**src/rtl/arcino_fetch_requester.sv**
```systemverilog
// ARCINO fetch request front end: issues word reads, tracks outstanding responses, pushes words into the fetch FIFO.
// Define ARCINO_FETCH_2OUTSTANDING_EN to allow two outstanding requests (default: one).
module arcino_fetch_requester #(
  parameter logic [31:0] BOOT_ADDR = 32'h0000_0080
) (
  input  logic        clk_i,
  input  logic        rst_ni,
  input  logic        req_i,
  input  logic        branch_i,
  input  logic [31:0] branch_addr_i,
  output logic        instr_req_o,
  output logic [31:0] instr_addr_o,
  input  logic        instr_gnt_i,
  input  logic        instr_rvalid_i,
  input  logic [31:0] instr_rdata_i,
  output logic        fifo_valid_o,
  output logic [31:0] fifo_addr_o,
  output logic [31:0] fifo_rdata_o,
  input  logic        fifo_ready_i,
  output logic        fifo_clear_o,
  output logic        busy_o
);

`ifdef ARCINO_FETCH_2OUTSTANDING_EN
  localparam int MAX_OUT = 2;
  localparam int CW      = 2;
`else
  localparam int MAX_OUT = 1;
  localparam int CW      = 1;
`endif
  localparam logic [CW-1:0] MAX_CNT = CW'(MAX_OUT);

  typedef enum logic {
    IDLE,
    WAIT_GNT
  } state_e;

  state_e          state_q, state_d;
  logic [29:0]     fetch_addr_q, fetch_addr_d;
  logic [CW-1:0]   cnt_q, cnt_d;
  logic [CW-1:0]   dsc_q, dsc_d;
  logic [31:0]     queue_q [MAX_OUT];
  logic [31:0]     queue_d [MAX_OUT];
  logic            first_q, first_d;
  logic            first_addr_q, first_addr_d;

  logic            granted;
  logic [CW-1:0]   cnt_after;
  logic [CW-1:0]   enq_idx;
  logic            issue_ok;
  logic [31:0]     push_addr;
  logic            unused_bit0;

  assign unused_bit0 = branch_addr_i[0];

  assign instr_addr_o = {fetch_addr_q, 2'b00};
  assign fifo_addr_o  = queue_q[0];
  assign fifo_rdata_o = instr_rdata_i;
  assign fifo_clear_o = branch_i;
  assign busy_o       = instr_req_o | (cnt_q != '0);

  // The issue condition looks at the count after this cycle's grant/response so that
  // a response frees its slot for a request in the very next cycle.
  always_comb begin
    state_d      = state_q;
    fetch_addr_d = fetch_addr_q;
    cnt_d        = cnt_q;
    dsc_d        = dsc_q;
    queue_d      = queue_q;
    first_d      = first_q;
    first_addr_d = first_addr_q;

    instr_req_o  = (state_q == WAIT_GNT) && !branch_i;
    granted      = instr_req_o & instr_gnt_i;
    cnt_after    = cnt_q + CW'(granted) - CW'(instr_rvalid_i);
    issue_ok     = req_i & fifo_ready_i & (cnt_after < MAX_CNT) & !branch_i;
    fifo_valid_o = instr_rvalid_i & (dsc_q == '0) & !branch_i;
    enq_idx      = cnt_q - CW'(instr_rvalid_i);
    push_addr    = first_q ? {fetch_addr_q, first_addr_q, 1'b0} : {fetch_addr_q, 2'b00};

    if (instr_rvalid_i) begin
`ifdef ARCINO_FETCH_2OUTSTANDING_EN
      queue_d[0] = queue_q[1];
`endif
      if (dsc_q != '0) dsc_d = dsc_q - 1'b1;
    end

    if (granted) begin
      for (int i = 0; i < MAX_OUT; i++) begin
        if (CW'(i) == enq_idx) queue_d[i] = push_addr;
      end
      fetch_addr_d = fetch_addr_q + 30'd1;
      first_d      = 1'b0;
    end

    cnt_d = cnt_after;

    case (state_q)
      IDLE:     if (issue_ok) state_d = WAIT_GNT;
      WAIT_GNT: if (granted) state_d = issue_ok ? WAIT_GNT : IDLE;
      default:  state_d = IDLE;
    endcase

    // Responses still in flight at a redirect belong to the old stream and are dropped.
    if (branch_i) begin
      fetch_addr_d = branch_addr_i[31:2];
      dsc_d        = cnt_q - CW'(instr_rvalid_i);
      first_d      = 1'b1;
      first_addr_d = branch_addr_i[1];
      state_d      = IDLE;
    end
  end

  always_ff @(posedge clk_i or negedge rst_ni) begin
    if (!rst_ni) begin
      state_q      <= IDLE;
      fetch_addr_q <= BOOT_ADDR[31:2];
      cnt_q        <= '0;
      dsc_q        <= '0;
      for (int i = 0; i < MAX_OUT; i++) queue_q[i] <= '0;
      first_q      <= 1'b0;
      first_addr_q <= 1'b0;
    end else begin
      state_q      <= state_d;
      fetch_addr_q <= fetch_addr_d;
      cnt_q        <= cnt_d;
      dsc_q        <= dsc_d;
      queue_q      <= queue_d;
      first_q      <= first_d;
      first_addr_q <= first_addr_d;
    end
  end

endmodule

```
**config.mk**
```make
export PLATFORM = sky130hd
export DESIGN_NAME = arcino_fetch_requester
export DESIGN_NICKNAME = d
export VERILOG_FILES = /design/src/rtl/arcino_fetch_requester.sv
export SDC_FILE = /design/constraint.sdc
export NUM_CORES = 1
export LEC_CHECK = 0
export BUFFER_PORTS_ARGS = -buffer_cell sky130_fd_sc_hd__clkbuf_2
export CORE_ASPECT_RATIO = 1.75
export CORE_UTILIZATION = 47
export CTS_BUF_LIST = sky130_fd_sc_hd__clkbuf_8 sky130_fd_sc_hd__clkbuf_16
export DETAILED_ROUTE_END_ITERATION = 10
export PLACE_DENSITY_LB_ADDON = 0.15
export SLEW_MARGIN = 20
export SYNTH_ARGS = -nofsm -noshare
export SYNTH_HDL_FRONTEND = slang
export SYNTH_SLANG_ARGS = --single-unit
```
**constraint.sdc**
```tcl
create_clock -name clk_i -period 2.1 [get_ports clk_i]
set_input_delay 0.21 -clock clk_i [delete_from_list [all_inputs] [get_ports clk_i]]
set_output_delay 0.21 -clock clk_i [all_outputs]
set_load 0.01 [all_outputs]
```
# == Word-level counts from Yosys, hierarchy flattened ==
# Cells that the tools add are included.
# totals
register_bits,67
output_inout_bits,100
word_cells,40
# classes
addsub,5
magnitude_cmp,1
mux,12
bitwise_logic,10
reduce_logical,5
# op_table
op,count
$mux W30,2
$add A30 B1 Y30 const B,1
$mux W1,8
$and A1 B1 Y1,6
$reduce_bool A2 Y1,2
$not A1 Y1,3
$mux W2,1
$pmux W1 S2,1
$reduce_and A2 Y1,1
$sub A1 B1 Y1,2
$add A1 B1 Y1,1
$logic_and A1 B1 Y1,1
$logic_not A1 Y1,1
$lt A1 B1 Y1 const B,1
$or A1 B1 Y1,1
$sub A1 B1 Y1 const B,1

# == Depth between registers and ports, before layout ==
# Gate-level depths: netlist of the first run.
# logic_depth
depth_word,12
ltp_mapped,6

# == Worst setup path after synthesis of the first run ==
# OpenSTA, ideal clock, no wires.
# synth_path
kind,register to register
from,register fetch_addr_q[5]
to,register fetch_addr_q[27]
setup_time_ps,82
arrival_time_ps,1727
setup_slack_ps,291
stages_incl_launch_ff,6
period_less_slack_ps,1809
cell_sequence,dfstp_2 and4_1 buf_2 nand3_1 or4_1 a31oi_1
# synth_via
elab_chain_len,3
# synth_lines
element,line_no,text
"start, declared",39,"logic [29:0] fetch_addr_q, fetch_addr_d;"
"start signal, assigned",117,fetch_addr_q <= BOOT_ADDR[31:2];
"start signal, assigned",125,fetch_addr_q <= fetch_addr_d;
$add A30 B1 Y30,92,fetch_addr_d = fetch_addr_q + 30'd1;
$mux W30,88,if (granted) begin
$mux W30,105,if (branch_i) begin
# Every way passes these cells. The select of a mux whose other input is x is not followed.
# A chain may end at the register's enable or synchronous reset.

# == Worst setup path in the final report of the first run ==
# layout_path
from,register fetch_addr_q[5]
to,register fetch_addr_q[24]
# Same word-level chain as after synthesis.

==> results.json, run 1 <==
{
  "ys_seq_area_frac": 0.446,
  "track_usage": 0.220,
  "synth.distinct_cells": 46,
  "hpwl_mm": 6.28,
  "fin_nets": 488,
  "critPathKind": "flip-flop to flip-flop",
  "intPower_mw": 3.15,
  "via_per_inst": 5.68,
  "grt_pass1_vias": 2883,
  "io_buffers": 102,
  "ys.flop_type": "dfrtp_1",
  "overflow": 0,
  "synth.avg_cell_area_um2": 10.2,
  "fin_crit_ps": 1980,
  "yosys.area_share.adder": 0.00337,
  "drt_wl_total_mm": 8.55,
  "dieArea_mm2": 0.00826,
  "ios": 171,
  "cts_tree": "built",
  "grt_first_pass_wirelength_mm": 14.3,
  "htree_levels": 3,
  "drive_gt1_frac": 0.418,
  "seq_power_share": 0.414,
  "grt_antenna_before_repair": 0,
  "maxCapViolations": 0,
  "drt_iter0_drc": 138,
  "status": "finished, final reports clean",
  "worst-r2r-setup-slack_ps": 120,
  "worst_setup_path_start_kind": "flip-flop",
  "clkTransAtPathRegs_ps": 50,
  "ys_ff_latch": 66,
  "core_mm2": 0.00762,
  "gp_congestion": 0.773,
  "power_frac_comb": 0.252,
  "grt_max_degree": 37,
  "hold_start": "branch_addr_i[15]",
  "min_path_cells": 3,
  "crit_path_end_kind": "flip-flop",
  "synth_compound_area_frac": 0.109,
  "drc": 0,
  "root_buffer": "clkbuf_16",
  "whs_endpoint": "fetch_addr_q[13]",
  "setup-tns-final_ps": 0,
  "wl_per_cell_um": 16.8,
  "ys_warn_count": 0,
  "yosys.area_share.xor_xnor": 0.0142,
  "synth_edf_count": 0,
  "synth-simple-area-share": 0.170,
  "worstReg2RegEnd": "fetch_addr_q[24]",
  "die_w_um": 69.2,
  "skew_ps": 4.17,
  "p_leak_nw": 2.02,
  "slew_headroom": 0.399,
  "fillers": 679,
  "critPathMaxFanout": 9,
  "fin_crit_sh": 0.945,
  "sw_frac_of_total": 0.293,
  "r2r_start": "fetch_addr_q[5]",
  "irDropWorstVdd_mv": 0.618,
  "synth_cells": 362,
  "initial_utilization": 0.487,
  "num_antenna_cells": 0,
  "required_ps": 2350,
  "insertion_delay_ps": 330,
  "fmax_mhz": 504,
  "cts.sinks": 66,
  "cts_buffers": 9,
  "multi_input_area_mm2": 0.00149,
  "synth.area.mux_share": 0.0995,
  "worst_ep_arrival_time_ps": 2240,
  "hold_class": "primary input to flip-flop",
  "synth_top_family_by_area": "simple AND/OR/NAND/NOR gates",
  "syn_area_mm2": 0.00371,
  "p_total_mw": 4.45,
  "postRouteAntennaNets": 0,
  "r2r_cells": 4,
  "clockBufferDepth": 2,
  "async_flop_share": 1.00,
  "dr_total_vias": 2893,
  "placementRows": 42,
  "drt_first_pass_iters": 4,
  "drv_slew": 0,
  "seq_area_mm2": 0.00165,
  "power_switching_mw": 1.30,
  "area.growth.synth_to_final_pct": 14.7,
  "setup_viol": 0,
  "hold_violations": 0,
  "worst_slew_pin_slew_ps": 899,
  "power.density_mw_per_mm2": 1050,
  "rsz0062_at_grt": "false",
  "p_clk_frac": 0.334,
  "die_y_um": 120
}
## critical path, cell delays in order (launching register included)
cell	delay (ps)
dfstp_2	580
and4_2	320
nand4_2	270
or4_1	570
a31oi_1	170
## worst max path at each step
stage                          from                to  depth (start not counted)
floorplan           fetch_addr_q[5]  fetch_addr_q[27]                          5
global placement    fetch_addr_q[5]  fetch_addr_q[20]                          4
detailed placement  fetch_addr_q[5]  fetch_addr_q[24]                          4
CTS                 fetch_addr_q[5]  fetch_addr_q[24]                          4
global route        fetch_addr_q[5]  fetch_addr_q[24]                          4
finish              fetch_addr_q[5]  fetch_addr_q[24]                          4
## what timing repair did
item,in CTS,in global routing
buffers inserted,0,2
setup endpoints to repair,0,3
hold endpoints to repair,29,0
hold buffers,1,0
resized for setup,0,1
## power groups by stage
stage               combinational [mW]  sequential, mW  clock [mW]
floorplan                        0.611            1.97           0
global placement                  1.12            1.85           0
detailed placement                1.13            1.87           0
CTS                               1.14            1.85        1.52
global route                      1.22            1.89        1.58
finish                            1.12            1.84        1.49
## kinds of logic (layout without fill, tap and decap cells)
logic type                 Yosys count  after routing
xor gates and xnor gates             6              6
AOI/OAI and AO/OA                   55             55
and+or+nand+nor                    114            114
other                                1              3
muxes                               33             33
DFF                                 66             66
buffers and inverters               86            143
adders and majority gates            1              1
## Yosys cell counts, types with 2 or more instances
| library cell | count | area share |
|---|---|---|
| or4_1 | 15 | 0.030 |
| clkbuf_1 | 11 | 0.011 |
| a31oi_1 | 9 | 0.015 |
| and3_1 | 7 | 0.012 |
| nand4_1 | 9 | 0.015 |
| mux2_2 | 31 | 0.094 |
| and4_1 | 4 | 0.0094 |
| xor2_1 | 5 | 0.012 |
| o211ai_1 | 6 | 0.012 |
| nand3b_1 | 2 | 0.0040 |
| nand2_1 | 35 | 0.035 |
| dfrtp_1 | 65 | 0.44 |
| buf_2 | 4 | 0.0054 |
| inv_1 | 3 | 0.0030 |
| buf_4 | 66 | 0.13 |
| nor2_1 | 13 | 0.013 |
| nand3_1 | 15 | 0.020 |
| or2_2 | 2 | 0.0034 |
| o21ai_0 | 9 | 0.012 |
| o31ai_1 | 9 | 0.018 |
| o311ai_0 | 14 | 0.033 |
| nor2b_1 | 2 | 0.0034 |
| nor3b_1 | 2 | 0.0040 |
| mux2i_1 | 2 | 0.0054 |
## flip-flops by register name, summed over array words and instances (netlist names)
| register | flops |
|---|---|
| cnt_q | 1 |
| dsc_q | 1 |
| fetch_addr_q | 30 |
| fifo_addr_o | 31 |
| first_addr_q | 1 |
| first_q | 1 |
| state_q | 1 |
## final cells by class
| type | count | area share |
|---|---|---|
| inverter | 4 | 0.00353 |
| tap | 88 | 0.0259 |
| timing repair buffer | 123 | 0.161 |
| clock inverter | 2 | 0.00206 |
| multi-input combinational | 212 | 0.350 |
| sequential | 66 | 0.389 |
| clock buffer | 14 | 0.0691 |
## per-stage QoR
step,worst slack (ps),cell area [µm²],hold WS [ps],utilization,cells
finish,117,4250,82.6,0.558,509
global route,36.5,4250,86.9,0.558,509
CTS,74.5,4240,76.7,0.556,507
detailed placement,84.7,3920,321,0.515,490
global placement,114,3920,316,0.515,490
floorplan,291,3720,-85.6,-,364
## metal layers
metal,track usage,vias up,wire (µm)
met4,0.119,0,244
met1,0.255,1396,3300
met2,0.372,99,4600
met5,0,-,0
li1,-,1371,-
met3,0.0529,27,402
## layout by cell type, fill, tap and decap left out, types with 2 or more instances in the layout
| cell | instances |
|---|---|
| mux2_2 | 31 |
| inv_1 | 4 |
| nand3_1 | 15 |
| nor3b_1 | 2 |
| nor2_1 | 12 |
| clkbuf_2 | 101 |
| o21ai_0 | 9 |
| a31oi_1 | 9 |
| nand2_1 | 35 |
| nand4_1 | 9 |
| or4_1 | 15 |
| or2_2 | 2 |
| buf_4 | 19 |
| and4_1 | 3 |
| and3_1 | 7 |
| conb_1 | 3 |
| xor2_1 | 5 |
| o31ai_1 | 9 |
| mux2i_1 | 2 |
| o211ai_1 | 6 |
| clkbuf_16 | 9 |
| nand3b_1 | 2 |
| clkbuf_8 | 5 |
| dfrtp_1 | 65 |
| nor2b_1 | 2 |
| o311ai_0 | 14 |
Power figures use the tool's default switching activity.
==> run 2: changes to the inputs <==
CORE_ASPECT_RATIO = default   (was 1.75)
CORE_UTILIZATION = 51   (was 47)
clock period = 2.35 ns   (was 2.1 ns; I/O delays follow)
==> run 2 against run 1 <==
  * Sequential share of layout area grew 2.1 points
  * Via count fell by 3.1%
  * Critical path type unchanged
  * Count of clock-buffer cells in the layout shrank 5
  * Sequential power down 9.8%
  * Critical endpoint is now fetch_addr_q[27]
  * Cell count fell by 0.20%
==> results.json, run 2 (synthesized netlist as in run 1, its figures left out) <==
{
  "status": "finished, final reports clean",
  "insertion_delay_ps": 350,
  "required_ps": 2610,
  "p_leak_nw": 1.92,
  "skew_ps": 12.3,
  "die_w_um": 87.3,
  "power_frac_comb": 0.279,
  "htree_levels": 3,
  "overflow": 0,
  "clockBufferDepth": 2,
  "ios": 171,
  "met1_length_mm": 3.56,
  "drt_wl_total_mm": 7.84,
  "top_layer_used": "met4",
  "fmax_mhz": 481,
  "worst_setup_path_start_kind": "flip-flop",
  "instances_no_fill": 508,
  "placementRows": 30,
  "root_buffer": "clkbuf_8",
  "path_cells": "and4_1, nand3_1, or4_1, a31oi_1",
  "whs_endpoint": "fetch_addr_q[4]",
  "drv_slew": 0,
  "grt_max_degree": 27,
  "hold_class": "primary input to flip-flop",
  "gp_congestion": 0.733,
  "p_clk_frac": 0.232,
  "fin_crit_ps": 2080,
  "rsz0062_at_grt": "false",
  "worstReg2RegEnd": "fetch_addr_q[27]",
  "mostFrequentLayoutCells": "101 x clkbuf_2, 65 x dfrtp_1, 35 x nand2_1, 31 x mux2_2",
  "largest_register_ffs": 31,
  "setup-tns-final_ps": 0,
  "p_total_mw": 3.40,
  "drc": 0,
  "die_y_um": 87.3,
  "intPower_mw": 2.30,
  "maxCapViolations": 0,
  "postRouteAntennaNets": 0,
  "worst_ep_arrival_time_ps": 2340,
  "hpwl_mm": 5.73,
  "r2r_cells": 4,
  "crit_path_end_kind": "flip-flop",
  "track_usage": 0.216,
  "worst_slew_pin_slew_ps": 498,
  "dpl.cell_count": 491,
  "hold_ws_ps": 90.6,
  "wl_met2_mm": 3.67,
  "dr_total_vias": 2802,
  "core_mm2": 0.00691,
  "io_buffers": 102,
  "via_per_inst": 5.52,
  "drt_first_pass_iters": 4,
  "wl_per_cell_um": 15.4,
  "num_antenna_cells": 0,
  "area.growth.synth_to_final_pct": 8.84,
  "seq_power_share": 0.489,
  "initial_utilization": 0.537,
  "wl_met3_um": 460,
  "fin_crit_sh": 0.884,
  "critical-path-max-stage-delay_ps": 580,
  "cts.sinks": 66,
  "grt_antenna_before_repair": 0,
  "r2r_start": "fetch_addr_q[5]",
  "dieArea_mm2": 0.00762,
  "irDropWorstVdd_mv": 0.396,
  "clkTransAtPathRegs_ps": 70,
  "worst-r2r-setup-slack_ps": 270,
  "grt_pass1_vias": 2543,
  "drt_iter0_drc": 124,
  "drive_gt1_frac": 0.398,
  "fin_nets": 479,
  "cts_tree": "built",
  "cts_buffers": 9,
  "power_switching_mw": 1.10,
  "grt_first_pass_wirelength_mm": 12.4,
  "cts_resized": 0,
  "sw_frac_of_total": 0.324,
  "min_path_cells": 3,
  "layout_commonest_cell": "clkbuf_2",
  "fillers": 650,
  "hold_violations": 0,
  "critPathKind": "flip-flop to flip-flop",
  "slew_headroom": 0.667,
  "hold_start": "branch_addr_i[6]",
  "slowest_stage": "dfstp_2",
  "setup_viol": 0,
  "critPathMaxFanout": 10,
  "power.density_mw_per_mm2": 842
}
## run 2: how the worst max path moves through the flow
| stage | slack (ps) | depth (start not counted) | end | start |
|---|---|---|---|---|
| after floorplan | 540 | 5 | fetch_addr_q[27] | fetch_addr_q[5] |
| after global placement | 330 | 4 | fetch_addr_q[27] | fetch_addr_q[5] |
| after detailed placement | 300 | 4 | fetch_addr_q[20] | fetch_addr_q[5] |
| after CTS | 260 | 4 | fetch_addr_q[27] | fetch_addr_q[5] |
| after global routing | 140 | 4 | fetch_addr_q[27] | fetch_addr_q[5] |
| final | 270 | 4 | fetch_addr_q[27] | fetch_addr_q[5] |
## run 2: power groups by stage
stage | sequential [mW] | clock (mW) | combinational (mW)
2_1_floorplan | 1.76 | 0 | 0.546
3_3_place_gp | 1.66 | 0 | 0.946
3_5_place_dp | 1.68 | 0 | 0.961
4_1_cts | 1.66 | 0.810 | 0.965
5_1_grt | 1.70 | 0.856 | 1.05
6_report | 1.66 | 0.790 | 0.947
## run 2: final cells by class
type | instances | area [µm²] | area share
sequential | 66 | 1650 | 0.409
multi-input combinational | 212 | 1490 | 0.369
inverter | 4 | 15.0 | 0.00372
tap | 96 | 120 | 0.0298
timing repair buffer | 114 | 603 | 0.149
clock buffer | 9 | 124 | 0.0307
clock inverter | 7 | 33.8 | 0.00837
## run 2: stage by stage
| step | setup WS, ps | area [µm²] | util |
|---|---|---|---|
| 4_1_cts | 257 | 4040 | 0.584 |
| 5_1_grt | 137 | 4040 | 0.584 |
| 6_report | 272 | 4040 | 0.584 |
| 2_1_floorplan | 541 | 3720 | - |
| 3_3_place_gp | 331 | 3870 | 0.560 |
| 3_5_place_dp | 302 | 3870 | 0.560 |
## run 2: what timing repair did
action / 4_1_cts / 5_1_grt
hold buffers: 1 / 0
hold endpoints to repair: 18 / 0
setup endpoints to repair: 0 / 0
setup buffers: 0 / 0
## run 2: critical path, delay by kind of cell, from the launching register on
kind | cells | cell delay [ps]
and+or+nand+nor | 3 | 1240
AOI/OAI and AO/OA | 1 | 170
DFF | 1 | 580
## run 2: routing by layer
layer / global-route usage / vias to the layer above
met5: 0 / -
met4: 0.0984 / 0
met3: 0.0379 / 17
met2: 0.332 / 102
met1: 0.298 / 1330
li1: - / 1353
==> run 3: changes to the inputs <==
GPL_TIMING_DRIVEN = 0   (was default)
==> run 3 against run 2 <==
  * Count of clock-buffer cells in the layout up 2
  * Wire length grew 17%
  * Largest power group unchanged
  * Maximum frequency shrank 1.7%
  * Die area stayed put
  * Sequential power about the same
  * Utilization increased by 11 points
  * Critical path depth grew 1
  * Via count up 17%
  * Combinational power up 17%
  * Critical path type unchanged
  * Clock power is 51% higher
==> results.json, run 3 (synthesized netlist as in run 1, its figures left out) <==
{
  "wl_per_cell_um": 15.1,
  "grt_antenna_before_repair": 0,
  "maxCapViolations": 0,
  "slew_headroom": 0.571,
  "skew_ps": 10.2,
  "crit_path_end_kind": "flip-flop",
  "required_ps": 2620,
  "critPathMaxFanout": 8,
  "path_cells": "and4_1, buf_2, nand4_1, or4_1, a31oi_1",
  "layout_commonest_cell": "clkbuf_2",
  "p_leak_nw": 2.39,
  "gp_congestion": 0.792,
  "fin_util": 0.693,
  "hold_violations": 0,
  "postRouteAntennaNets": 0,
  "setup_viol": 0,
  "grt_max_degree": 37,
  "placedInstanceArea_mm2": 0.00452,
  "critical-path-max-stage-delay_ps": 590,
  "cts.sinks": 66,
  "initial_utilization": 0.537,
  "core_mm2": 0.00691,
  "setup-tns-final_ps": 0,
  "post_cts.repair.setup_buffers": 0,
  "slowest_stage": "dfstp_2",
  "area.growth.synth_to_final_pct": 29.1,
  "root_buffer": "clkbuf_8",
  "hpwl_mm": 6.83,
  "drc": 0,
  "drt_wl_total_mm": 9.20,
  "cts_tree": "built",
  "drive_gt1_frac": 0.499,
  "design_area_mm2": 0.00479,
  "overflow": 0,
  "largest_register_ffs": 31,
  "insertion_delay_ps": 350,
  "worst_setup_path_start_kind": "flip-flop",
  "power.density_mw_per_mm2": 830,
  "rsz0062_at_grt": "false",
  "p_total_mw": 3.97,
  "grt_pass1_vias": 2971,
  "cts_buffers": 9,
  "fin_crit_sh": 0.899,
  "die_w_um": 87.3,
  "fin_nets": 582,
  "via_per_inst": 5.38,
  "hold_class": "primary input to flip-flop",
  "fmax_mhz": 473,
  "status": "finished, final reports clean",
  "worst_ep_arrival_time_ps": 2380,
  "num_antenna_cells": 0,
  "ios": 171,
  "clockBufferDepth": 2,
  "htree_levels": 3,
  "drt_first_pass_iters": 4,
  "irDropWorstVdd_mv": 0.542,
  "die_y_um": 87.3,
  "fin_crit_ps": 2110,
  "hold_buffers": 1,
  "io_buffers": 133,
  "track_usage": 0.254,
  "grt_first_pass_wirelength_mm": 14.4,
  "dieArea_mm2": 0.00762,
  "clkTransAtPathRegs_ps": 70,
  "drt_iter0_drc": 207,
  "cts_resized": 0,
  "worst_slew_pin_slew_ps": 644,
  "dr_total_vias": 3286,
  "mostFrequentLayoutCells": "132 x clkbuf_2, 66 x buf_4, 65 x dfrtp_1, 35 x nand2_1, 31 x mux2_2",
  "placementRows": 30,
  "critPathKind": "flip-flop to flip-flop",
  "drv_slew": 0
}
## run 3: cell type report
type                    instances  area [µm²]
repair buffers                135         698
plain buffers                  82         568
clock buffers                  11         151
fillers                       589        2120
clock inverters                 5         101
well taps                      96         120
multi-input cells             212        1480
flip-flops and latches         66        1650
inverters                       4        15.0
## run 3: worst paths after layout
kind                                    from                to  slack [ps]  cells past startpoint
max                          fetch_addr_q[5]  fetch_addr_q[20]         240                      5
min                        branch_addr_i[15]  fetch_addr_q[13]          90                      3
max reg2reg                  fetch_addr_q[5]  fetch_addr_q[20]         240                      5
min reg2reg                          first_q           first_q         500                      2
max in group asynchronous             rst_ni   fifo_addr_o[18]        1390                      3
min in group asynchronous             rst_ni  fetch_addr_q[29]         410                      2
## run 3: critical path, delay by kind of cell, from the launching register on
kind            cells  cell delay, ps
simple gates        3            1080
flops               1             590
compound gates      1             180
buf+inv             1             180
## run 3: stage by stage
step,hold slack [ps],setup WS [ps],instances
global route,81.2,137,611
finish,91.0,236,611
global placement,443,339,593
CTS,88.5,257,611
detailed placement,234,281,594
floorplan,-60.6,541,364
## run 3: metal layers
layer  vias to the layer above  track usage  share of wire
met5                         -            0              0
met4                         0       0.0924          0.010
met3                        11       0.0588          0.084
met2                       159        0.426           0.50
met1                      1564        0.320           0.41
li1                       1552            -              -
## run 3: power breakdown
part / internal, mW / switching, mW
sequential: 1.44 / 0.219
clock: 0.759 / 0.435
combinational: 0.598 / 0.517
